### src/rtl/ps2_pkg.sv
// Shared PS/2 types: host-transmit FSM states, error codes, common keyboard commands.
// Latency: n/a (types and constants only).
// Backpressure: n/a.
package ps2_pkg;

    typedef enum logic [2:0] {
        IDLE    = 3'd0,
        INHIBIT = 3'd1,
        REQ     = 3'd2,
        START   = 3'd3,
        SEND    = 3'd4,
        ACK     = 3'd5,
        RELEASE = 3'd6,
        ERROR   = 3'd7
    } tx_state_t;

    localparam logic [1:0] ERR_NONE        = 2'd0;
    localparam logic [1:0] ERR_NO_FIRST    = 2'd1;
    localparam logic [1:0] ERR_BIT_TIMEOUT = 2'd2;
    localparam logic [1:0] ERR_NO_ACK      = 2'd3;

    localparam logic [7:0] CMD_SET_LED = 8'hED;
    localparam logic [7:0] CMD_RESET   = 8'hFF;
    localparam logic [7:0] CMD_ECHO    = 8'hEE;

    // Bus watchdog width; large enough for the 15 ms first-edge window at 100 MHz.
    localparam int WDOG_W = 21;

    // PS/2 frames carry odd parity: total ones over data+parity is odd.
    function automatic logic odd_parity(input logic [7:0] d);
        return ~^d;
    endfunction

endpackage

### src/rtl/ps2_line_filter.sv
// Conditions the raw PS/2 pins: 2-FF sync on both, glitch filter on clock, clock fall detect.
// Latency: data 2 cycles; filtered clock 2 + FILTER_LEN cycles; fall pulse aligned with the filtered change.
// Backpressure: none; free-running conditioning path.
//
// Ports:
//   clk_in, reset_n        system clock, async active-low reset
//   ps2_clock_in/data_in   raw asynchronous pin levels
//   clock_filt             synced and filtered clock level
//   data_sync              synced data level
//   clock_fall             1-cycle pulse when clock_filt goes 1->0
module ps2_line_filter #(
    parameter int FILTER_LEN = 8
) (
    input  logic clk_in,
    input  logic reset_n,
    input  logic ps2_clock_in,
    input  logic ps2_data_in,
    output logic clock_filt,
    output logic data_sync,
    output logic clock_fall
);

    localparam int CNT_W = (FILTER_LEN > 1) ? $clog2(FILTER_LEN) : 1;
    localparam logic [CNT_W-1:0] CNT_LAST = CNT_W'(FILTER_LEN - 1);

    logic [1:0]       clk_meta;
    logic [1:0]       dat_meta;
    logic [CNT_W-1:0] diff_cnt;
    logic             filt_q;
    logic             fall_q;

    // Idle PS/2 bus is pulled high, so everything resets to 1.
    always_ff @(posedge clk_in or negedge reset_n) begin
        if (!reset_n) begin
            clk_meta <= 2'b11;
            dat_meta <= 2'b11;
            diff_cnt <= '0;
            filt_q   <= 1'b1;
            fall_q   <= 1'b0;
        end else begin
            clk_meta <= {clk_meta[0], ps2_clock_in};
            dat_meta <= {dat_meta[0], ps2_data_in};
            fall_q   <= 1'b0;
            // Any sample agreeing with the filtered level restarts the run.
            if (clk_meta[1] == filt_q) begin
                diff_cnt <= '0;
            end else if (diff_cnt == CNT_LAST) begin
                filt_q   <= clk_meta[1];
                diff_cnt <= '0;
                fall_q   <= filt_q;  // old level 1 means this change is a fall
            end else begin
                diff_cnt <= diff_cnt + 1'b1;
            end
        end
    end

    assign clock_filt = filt_q;
    assign data_sync  = dat_meta[1];
    assign clock_fall = fall_q;

endmodule

### src/rtl/ps2_host_tx.sv
// PS/2 host-to-device command transmitter: request-to-send, 11-edge frame, ACK check, done/error.
// Latency: accept -> INHIBIT_CYCLES clock hold + 1 request cycle, then paced by device clock edges.
// Backpressure: tx_ready high only in IDLE; tx_valid while busy is ignored (no queue).
//
// Ports:
//   clk_in, reset_n                 system clock, async active-low reset
//   tx_data, tx_valid, tx_ready     command byte handshake
//   busy, done, error, err_code     status: busy frame, success pulse, failure pulse, failure cause
//   ps2_clock_in, ps2_data_in       raw open-drain pin levels
//   ps2_clock_oe, ps2_data_oe       1 = pull pin low, 0 = release
module ps2_host_tx
    import ps2_pkg::*;
#(
    parameter int INHIBIT_CYCLES     = 12000,
    parameter int FIRST_EDGE_TIMEOUT = 1500000,
    parameter int BIT_TIMEOUT        = 200000,
    parameter int FILTER_LEN         = 8
) (
    input  logic       clk_in,
    input  logic       reset_n,
    input  logic [7:0] tx_data,
    input  logic       tx_valid,
    output logic       tx_ready,
    output logic       busy,
    output logic       done,
    output logic       error,
    output logic [1:0] err_code,
    input  logic       ps2_clock_in,
    input  logic       ps2_data_in,
    output logic       ps2_clock_oe,
    output logic       ps2_data_oe
);

    localparam int INH_W = $clog2(INHIBIT_CYCLES + 1);
    localparam logic [INH_W-1:0]  INH_LOAD = INH_W'(INHIBIT_CYCLES - 1);
    localparam logic [WDOG_W-1:0] WD_FIRST = WDOG_W'(FIRST_EDGE_TIMEOUT);
    localparam logic [WDOG_W-1:0] WD_BIT   = WDOG_W'(BIT_TIMEOUT);

    tx_state_t         state, state_nxt;
    logic [9:0]        shreg;      // {stop, parity, data[7:0]}; bit 0 is on the wire
    logic [3:0]        bit_idx;
    logic [INH_W-1:0]  inh_cnt;
    logic [WDOG_W-1:0] wdog;
    logic [1:0]        err_code_q;
    logic              done_q;
    logic              error_q;

    logic              clock_filt;
    logic              data_sync;
    logic              clock_fall;

    logic              accept;
    logic              wd_expire;
    logic              err_set;
    logic [1:0]        err_val;
    logic              done_set;
    logic              error_set;

    ps2_line_filter #(
        .FILTER_LEN (FILTER_LEN)
    ) u_filter (
        .clk_in       (clk_in),
        .reset_n      (reset_n),
        .ps2_clock_in (ps2_clock_in),
        .ps2_data_in  (ps2_data_in),
        .clock_filt   (clock_filt),
        .data_sync    (data_sync),
        .clock_fall   (clock_fall)
    );

    assign busy      = (state != IDLE);
    assign tx_ready  = ~busy;
    assign accept    = tx_valid & tx_ready;
    // A fall landing on the expiry cycle wins over the timeout.
    assign wd_expire = (wdog == '0) & ~clock_fall;

    assign done      = done_q;
    assign error     = error_q;
    assign err_code  = err_code_q;

    always_ff @(posedge clk_in or negedge reset_n) begin
        if (!reset_n) begin
            state <= IDLE;
        end else begin
            state <= state_nxt;
        end
    end

    // Pin drives are decoded straight from state so an async reset releases
    // the bus in the same cycle, even mid-frame.
    always_comb begin
        state_nxt    = state;
        ps2_clock_oe = 1'b0;
        ps2_data_oe  = 1'b0;
        err_set      = 1'b0;
        err_val      = ERR_NONE;
        done_set     = 1'b0;
        error_set    = 1'b0;
        case (state)
            IDLE: begin
                if (accept) begin
                    state_nxt = INHIBIT;
                end
            end
            INHIBIT: begin
                ps2_clock_oe = 1'b1;
                if (inh_cnt == '0) begin
                    state_nxt = REQ;
                end
            end
            REQ: begin
                ps2_clock_oe = 1'b1;
                ps2_data_oe  = 1'b1;
                state_nxt    = START;
            end
            START: begin
                ps2_data_oe = 1'b1;  // start bit held while the device wakes up
                if (clock_fall) begin
                    state_nxt = SEND;
                end else if (wd_expire) begin
                    state_nxt = ERROR;
                    err_set   = 1'b1;
                    err_val   = ERR_NO_FIRST;
                end
            end
            SEND: begin
                ps2_data_oe = ~shreg[0];
                if (clock_fall) begin
                    // Fall 10 puts the stop bit out; the device ACKs on fall 11.
                    if (bit_idx == 4'd8) begin
                        state_nxt = ACK;
                    end
                end else if (wd_expire) begin
                    state_nxt = ERROR;
                    err_set   = 1'b1;
                    err_val   = ERR_BIT_TIMEOUT;
                end
            end
            ACK: begin
                if (clock_fall) begin
                    if (!data_sync) begin
                        state_nxt = RELEASE;
                    end else begin
                        state_nxt = ERROR;
                        err_set   = 1'b1;
                        err_val   = ERR_NO_ACK;
                    end
                end else if (wd_expire) begin
                    state_nxt = ERROR;
                    err_set   = 1'b1;
                    err_val   = ERR_BIT_TIMEOUT;
                end
            end
            RELEASE: begin
                if (clock_filt && data_sync) begin
                    state_nxt = IDLE;
                    done_set  = 1'b1;
                end else if (wd_expire) begin
                    state_nxt = ERROR;
                    err_set   = 1'b1;
                    err_val   = ERR_BIT_TIMEOUT;
                end
            end
            ERROR: begin
                state_nxt = IDLE;
                error_set = 1'b1;
            end
            default: begin
                state_nxt = IDLE;
            end
        endcase
    end

    always_ff @(posedge clk_in or negedge reset_n) begin
        if (!reset_n) begin
            shreg      <= '1;
            bit_idx    <= '0;
            inh_cnt    <= '0;
            wdog       <= '0;
            err_code_q <= ERR_NONE;
            done_q     <= 1'b0;
            error_q    <= 1'b0;
        end else begin
            done_q  <= done_set;
            error_q <= error_set;

            if (accept) begin
                shreg      <= {1'b1, odd_parity(tx_data), tx_data};
                err_code_q <= ERR_NONE;
                inh_cnt    <= INH_LOAD;
            end

            if (err_set) begin
                err_code_q <= err_val;
            end

            case (state)
                INHIBIT: begin
                    if (inh_cnt != '0) begin
                        inh_cnt <= inh_cnt - 1'b1;
                    end
                end
                REQ: begin
                    wdog <= WD_FIRST;
                end
                START, SEND, ACK, RELEASE: begin
                    if (clock_fall) begin
                        wdog <= WD_BIT;
                    end else if (wdog != '0) begin
                        wdog <= wdog - 1'b1;
                    end
                end
                default: begin
                end
            endcase

            // Data bit 0 is already at shreg[0] when the first fall arrives.
            if (clock_fall) begin
                if (state == START) begin
                    bit_idx <= '0;
                end else if (state == SEND) begin
                    shreg   <= {1'b1, shreg[9:1]};
                    bit_idx <= bit_idx + 1'b1;
                end
            end
        end
    end

endmodule

### config.mk
export PLATFORM = sky130hd
export DESIGN_NAME = ps2_host_tx
export DESIGN_NICKNAME = d
export VERILOG_FILES = /design/src/rtl/ps2_pkg.sv /design/src/rtl/ps2_line_filter.sv /design/src/rtl/ps2_host_tx.sv
export SDC_FILE = /design/constraint.sdc
export NUM_CORES = 1
export LEC_CHECK = 0
export ABC_AREA = 0
export CELL_PAD_IN_SITES_DETAIL_PLACEMENT = 1
export CELL_PAD_IN_SITES_GLOBAL_PLACEMENT = 2
export CORE_MARGIN = 10
export CORE_UTILIZATION = 42
export CTS_BUF_LIST = sky130_fd_sc_hd__clkbuf_8
export DETAILED_ROUTE_END_ITERATION = 7
export DONT_BUFFER_PORTS = 1
export PLACE_DENSITY_LB_ADDON = 0.1
export SKIP_CTS_REPAIR_TIMING = 1
export SYNTH_ARGS = -nofsm -noshare
export SYNTH_HDL_FRONTEND = slang
export SYNTH_HIERARCHICAL = 1
export SYNTH_SLANG_ARGS = --single-unit
### constraint.sdc
create_clock -name clk_in -period 2.85 [get_ports clk_in]
set_input_delay 0.285 -clock clk_in [delete_from_list [all_inputs] [get_ports clk_in]]
set_output_delay 0.285 -clock clk_in [all_outputs]
set_load 0.01 [all_outputs]
# Word level (Yosys, flattened, before mapping)
# Cells that the tools add are included.
dict set report classes {
  eq_ne 14
  shifts 0
  n_mul 0
  n_div 0
  magnitude_cmp 0
  addsub 4
  bitwise_logic 6
  n_reduce_logical 19
  n_mux 47
}
# cell count
set ops {}
lappend ops {{14-bit 2-to-1 mux} 3}
lappend ops {{21-bit 2-to-1 mux} 2}
lappend ops {{21-bit one-hot mux with 2 select lines} 1}
lappend ops {{10-bit 2-to-1 mux} 4}
lappend ops {{3-bit 2-to-1 mux} 10}
lappend ops {{3-bit one-hot mux with 8 select lines} 1}
lappend ops {{21-bit logical NOT} 1}
lappend ops {{21-bit nonzero test} 1}
lappend ops {{21-bit by 1-bit subtractor with 21-bit output (second input constant)} 1}
lappend ops {{3-bit == test (second input constant)} 5}
lappend ops {{14-bit logical NOT} 1}
lappend ops {{1-bit 2-to-1 mux} 14}
lappend ops {{2-bit 2-to-1 mux} 7}
lappend ops {{14-bit nonzero test} 1}
lappend ops {{14-bit by 1-bit subtractor with 14-bit output (second input constant)} 1}
lappend ops {{4-bit 2-to-1 mux} 2}
lappend ops {{2-bit one-hot mux with 4 select lines} 1}
lappend ops {{8-bit XNOR reduction} 1}
lappend ops {{3-bit by 2-bit == test with 1-bit output (second input constant)} 2}
lappend ops {{2-bit AND reduction} 3}
lappend ops {{2-bit nonzero test} 3}
lappend ops {{2-bit OR reduction} 3}
lappend ops {{4-bit by 1-bit adder with 4-bit output (second input constant)} 1}
lappend ops {{4-bit == test (second input constant)} 1}
lappend ops {{15 further kinds} 20}
dict set report word_totals {
  latchBits 0
  memories 0
  inputBits 13
  mem_bits_ro 0
  ram_bits 0
  elab_cells 103
  reg_bits 65
}

# Longest topological paths before layout
dict set report depth {
  ltp_word 7
  ltp_mapped 8
  depth_no_buf 7
}

# By module
# The synthesis kept the hierarchy.
# mod cells_each area_each_um2 instances seq_area_each_um2
set by_module_without_submodules {}
lappend by_module_without_submodules {ps2_host_tx 381 3372.0 1 1413.9}
lappend by_module_without_submodules {ps2_line_filter 17 311.5 1 231.5}

# Worst setup path before layout
# OpenSTA, ideal clock, no wires.
dict set report synth_path {
  kind {register -> register}
  startpoint {register inh_cnt[0]}
  endpoint {register inh_cnt[10]}
  path_stages_with_launch 9
  synth_period_minus_slack_ns 2.057
  t_arrival_ns 1.924
  setup_ns 0.133
  path_buffers 1
  setup_slack_ns 0.793
  cell_sequence {dfrtp_1 -> inv_1 -> ha_1 -> nor3b_1 -> nand3b_1 -> o21ai_2 -> buf_2 -> mux2i_1 -> o21ai_0}
}
dict set report synth_between {
  elab_chain_cells 3
  word_cells_on_any_way 4
  cone_classes {1 x add/sub; 2 x mux; 1 x reduce/logical}
}
# element line
set synth_rtl {}
lappend synth_rtl {{start: declaration} ps2_host_tx.sv:42} ;# logic [INH_W-1:0] inh_cnt;
lappend synth_rtl {{start signal: assignment} ps2_host_tx.sv:200} ;# inh_cnt <= inh_cnt - 1'b1;
lappend synth_rtl {{14-bit by 1-bit subtractor with 14-bit output / 14-bit nonzero test (equally long branches)} {ps2_host_tx.sv:200, ps2_host_tx.sv:199}}
lappend synth_rtl {{14-bit 2-to-1 mux *} ps2_host_tx.sv:199} ;# if (inh_cnt != '0) begin
lappend synth_rtl {{14-bit 2-to-1 mux *} ps2_host_tx.sv:197} ;# case (state)
# Every way passes the cells marked *; elsewhere a longest branch is shown, timed or not.
# A chain may end at the register's enable or synchronous reset.

# Worst setup path in the final report
dict set report layout_path {
  startpoint {register wdog[0]}
  endpoint {register wdog[20]}
}
dict set report layout_between {
  elab_chain_cells 4
  word_cells_on_any_way 7
  cone_classes {1 x add/sub; 1 x eq/ne; 3 x mux; 2 x reduce/logical}
}
# element line
set layout_rtl {}
lappend layout_rtl {{start: declaration} ps2_host_tx.sv:43} ;# logic [WDOG_W-1:0] wdog;
lappend layout_rtl {{start signal: assignment} ps2_host_tx.sv:210} ;# wdog <= wdog - 1'b1;
lappend layout_rtl {{21-bit by 1-bit subtractor with 21-bit output} ps2_host_tx.sv:210}
lappend layout_rtl {{21-bit 2-to-1 mux} ps2_host_tx.sv:209} ;# end else if (wdog != '0) begin
lappend layout_rtl {{21-bit 2-to-1 mux} ps2_host_tx.sv:207} ;# if (clock_fall) begin
lappend layout_rtl {{21-bit one-hot mux with 2 select lines} ps2_host_tx.sv:197}
# Parallel ways exist; a longest one is shown, timed or not. The select of a mux whose other input is x is not followed.

==> impl_metrics.py <==
metrics = {
    "status": {
        "outcome": "completed",
    },
    "floorplan": {
        "die_h_um": 114,
        "fp.dieArea_um2": 12900,
        "die_x_um": 114,
        "start_util_pct": 42.7,
        "rows": 34,
        "ios": 21,
        "core_area_um2": 8640,
    },
    "global_route": {
        "track_usage_pct": 15.6,
        "grt_pass1_vias": 3285,
        "antenna_found_initial": 0,
        "grt_pass1_wl_um": 16700,
        "grt_max_degree": 66,
        "gr-total-overflow": 0,
    },
    "synthesis": {
        "ys_types": 65,
        "ys_ff_latch": 65,
        "synth_edf_count": 0,
        "synthCells": 398,
        "synth.avg_cell_area_um2": 9.26,
        "yosysSeqAreaShare_pct": 44.7,
        "async_flop_share_pct": 100,
        "yosys_most_used_dff": "dfrtp_1",
        "yosysWarningCount": 6,
        "synth_nets": 418,
        "mappedNetlistArea_um2": 3680,
    },
    "critical_path": {
        "critPathTopFamily": "simple AND/OR/NAND/NOR gates",
        "timing.critical_path.buf_inv": 1,
        "crit_arrival_ns": 2.67,
        "cp_max_fo": 5,
        "r2r-end": "wdog[20]$_DFFE_PN0P_",
        "cp-end-kind": "flip-flop",
        "cp_slowest_cell": "or4b_2",
        "rrSetupSlack_ns": 0.41,
        "required_ns": 3.08,
        "crit_path_cell_trace": "inv_1 > ha_1 > or4b_2 > nor4_2 > a31oi_1 > a21oi_1 > nor2_1",
        "path_depth": 7,
        "crit_type": "flip-flop to flip-flop",
        "crit_path_start_kind": "flip-flop",
        "r2r_cells": 7,
        "r2r-start": "wdog[0]$_DFFE_PN0P_",
        "slowest_delay_ns": 0.67,
    },
    "clock_tree": {
        "cts_tree": "yes",
        "path_clk_slew_ns": 0.08,
        "clock-sinks": 65,
        "cts-root-buf": "clkbuf_8",
        "clock_latency_ns": 0.35,
        "htree_levels": 3,
        "cts_buffers": 9,
        "clk_path_buf_depth": 2,
    },
    "detailed_routing": {
        "drcViolationCount": 0,
        "avgRoutedWirePerCell_um": 18.0,
        "first_iter_violations": 114,
        "dr.pass1.iters": 4,
        "detail-route-antenna-nets": 0,
        "via_per_inst": 5.87,
        "via_count": 3081,
        "wirelength_um": 9470,
    },
    "timing": {
        "slew_viol_final": 0,
        "period_share_pct": 85.5,
        "hold_ws_ns": 0.123,
        "slew_headroom_pct": 44.8,
        "setup_viol": 0,
        "rsz0062_at_grt": "no",
        "min_period_ns": 2.44,
        "fmax_mhz": 410,
        "setup_tns_ns": 0,
        "worst_slew_pin_slew_ns": 0.819,
        "skew_ns": 0.0115,
        "finalHoldViolations": 0,
    },
    "power_and_ir_drop": {
        "leakagePower_nw": 1.60,
        "internal_power_mw": 2.16,
        "p_seq_share_pct": 41.9,
        "pwr-share-clk_pct": 22.7,
        "p_per_area_nw_per_um2": 873,
        "switching_share_pct": 40.1,
        "ir_drop_mv": 0.332,
        "comb_power_share_pct": 35.3,
        "p_switching_mw": 1.44,
    },
    "layout": {
        "fillers": 1013,
        "diodes": 0,
        "multi_input_area_um2": 1900,
        "ff_latch_area_um2": 1650,
        "area_delta_synth_final_pct": 11.9,
        "fin_nets": 432,
        "layout-drive-gt1-share_pct": 16.1,
    },
    "flow_run": {
        "drv_cap": 0,
    },
    "min_path": {
        "hold_start": "tx_data[7]",
        "min_to": "shreg[7]$_DFF_PN1_",
        "min_path_type": "primary input to flip-flop",
        "min_path_cells": 2,
    },
    "place": {
        "gp_congestion": 0.797,
        "dp_hpwl_um": 6820,
        "portBuffers": 0,
    },
}
[synth_stat cells (5+ instances only)]
master,number,area [um2]
xnor2_1,7,61.3
o21ai_0,37,185
o31ai_1,10,75.1
nand2_1,44,165
dfrtp_1,50,1250
ha_1,7,87.6
and2_1,7,43.8
a21o_1,5,37.5
or3_1,6,37.5
clkbuf_1,11,41.3
nor4_1,9,56.3
a31oi_1,11,68.8
a21oi_1,21,105
inv_1,16,60.1
or2_2,5,31.3
mux2i_1,12,120
nand3_1,14,70.1
dfstp_2,15,394
o21a_1,5,37.5
nor2_1,27,101
nor3_1,8,40.0
[power by group through the flow]
stage	Sequential (mW)	Combinational, mW	Clock [mW]
final	1.51	1.27	0.819
after global placement	1.51	1.23	0
after global routing	1.55	1.47	0.884
after CTS	1.51	1.27	0.845
after floorplan	1.40	0.975	0
after detailed placement	1.52	1.27	0
[state kept, by name (all words and copies together) (netlist names)]
| register | cells |
|---|---|
| bit_idx | 4 |
| done | 1 |
| err_code | 2 |
| error | 1 |
| inh_cnt | 14 |
| shreg | 10 |
| state | 3 |
| u_filter/clk_meta | 2 |
| u_filter/clock_fall | 1 |
| u_filter/clock_filt | 1 |
| u_filter/dat_meta | 2 |
| u_filter/diff_cnt | 3 |
| wdog | 21 |
[how the worst max path moves through the flow]
stage,startpoint,endpoint,slack (ns)
finish,wdog[0]$_DFFE_PN0P_,wdog[20]$_DFFE_PN0P_,0.41
global route,inh_cnt[0]$_DFF_PN0_,inh_cnt[6]$_DFF_PN0_,0.24
CTS,wdog[0]$_DFFE_PN0P_,wdog[20]$_DFFE_PN0P_,0.40
detailed placement,wdog[0]$_DFFE_PN0P_,wdog[20]$_DFFE_PN0P_,0.42
global placement,wdog[0]$_DFFE_PN0P_,wdog[20]$_DFFE_PN0P_,0.41
floorplan,inh_cnt[0]$_DFF_PN0_,inh_cnt[10]$_DFF_PN0_,0.79
[per-layer routing]
layer	track usage [%]	vias up	share of wire, %
li1	-	1482	-
met1	19.3	1557	45
met2	26.3	29	51
met3	3.41	13	3.3
met4	5.33	0	1.3
met5	0	-	0
[metrics by stage]
step / std cells / instance area (um2) / power, mW / setup slack (ns) / util [%]
3_3_place_gp: 505 / 3860 / 2.74 / 0.414 / 44.7
6_report: 525 / 4120 / 3.60 / 0.412 / 47.7
5_1_grt: 525 / 4120 / 3.90 / 0.239 / 47.7
4_1_cts: 521 / 4070 / 3.62 / 0.397 / 47.1
2_1_floorplan: 398 / 3680 / 2.38 / 0.793 / -
3_5_place_dp: 505 / 3860 / 2.79 / 0.418 / 44.7
[cells by family (layout without fill, tap and decap cells)]
logic type / Yosys count / count (layout) / synth area share [%]
mux: 14 / 14 / 3.87
compound gates: 114 / 114 / 19.7
flops: 65 / 65 / 44.7
fa+ha+maj: 7 / 7 / 2.38
simple gates: 154 / 154 / 23.0
buf+inv: 33 / 52 / 3.77
xor+xnor: 11 / 11 / 2.62
[cell usage in the layout, fill, tap and decap left out, types with 10 or more instances in the layout]
master and n:
nand2_1 44, a21oi_1 21, nor2_1 27, o21ai_0 37
clkbuf_8 10, mux2i_1 12, inv_1 16, dfrtp_1 50
dfstp_2 15, nand3_1 14, buf_4 16, o31ai_1 10
a31oi_1 11
[cell type report]
cell class | instances | area share (%)
clock inverter | 6 | 1.64
sequential | 65 | 39.9
timing repair buffer | 20 | 4.31
clock buffer | 10 | 3.34
tap | 108 | 3.28
inverter | 16 | 1.46
multi-input combinational | 300 | 46.1
No activity file was read; power rests on OpenSTA's default activity.
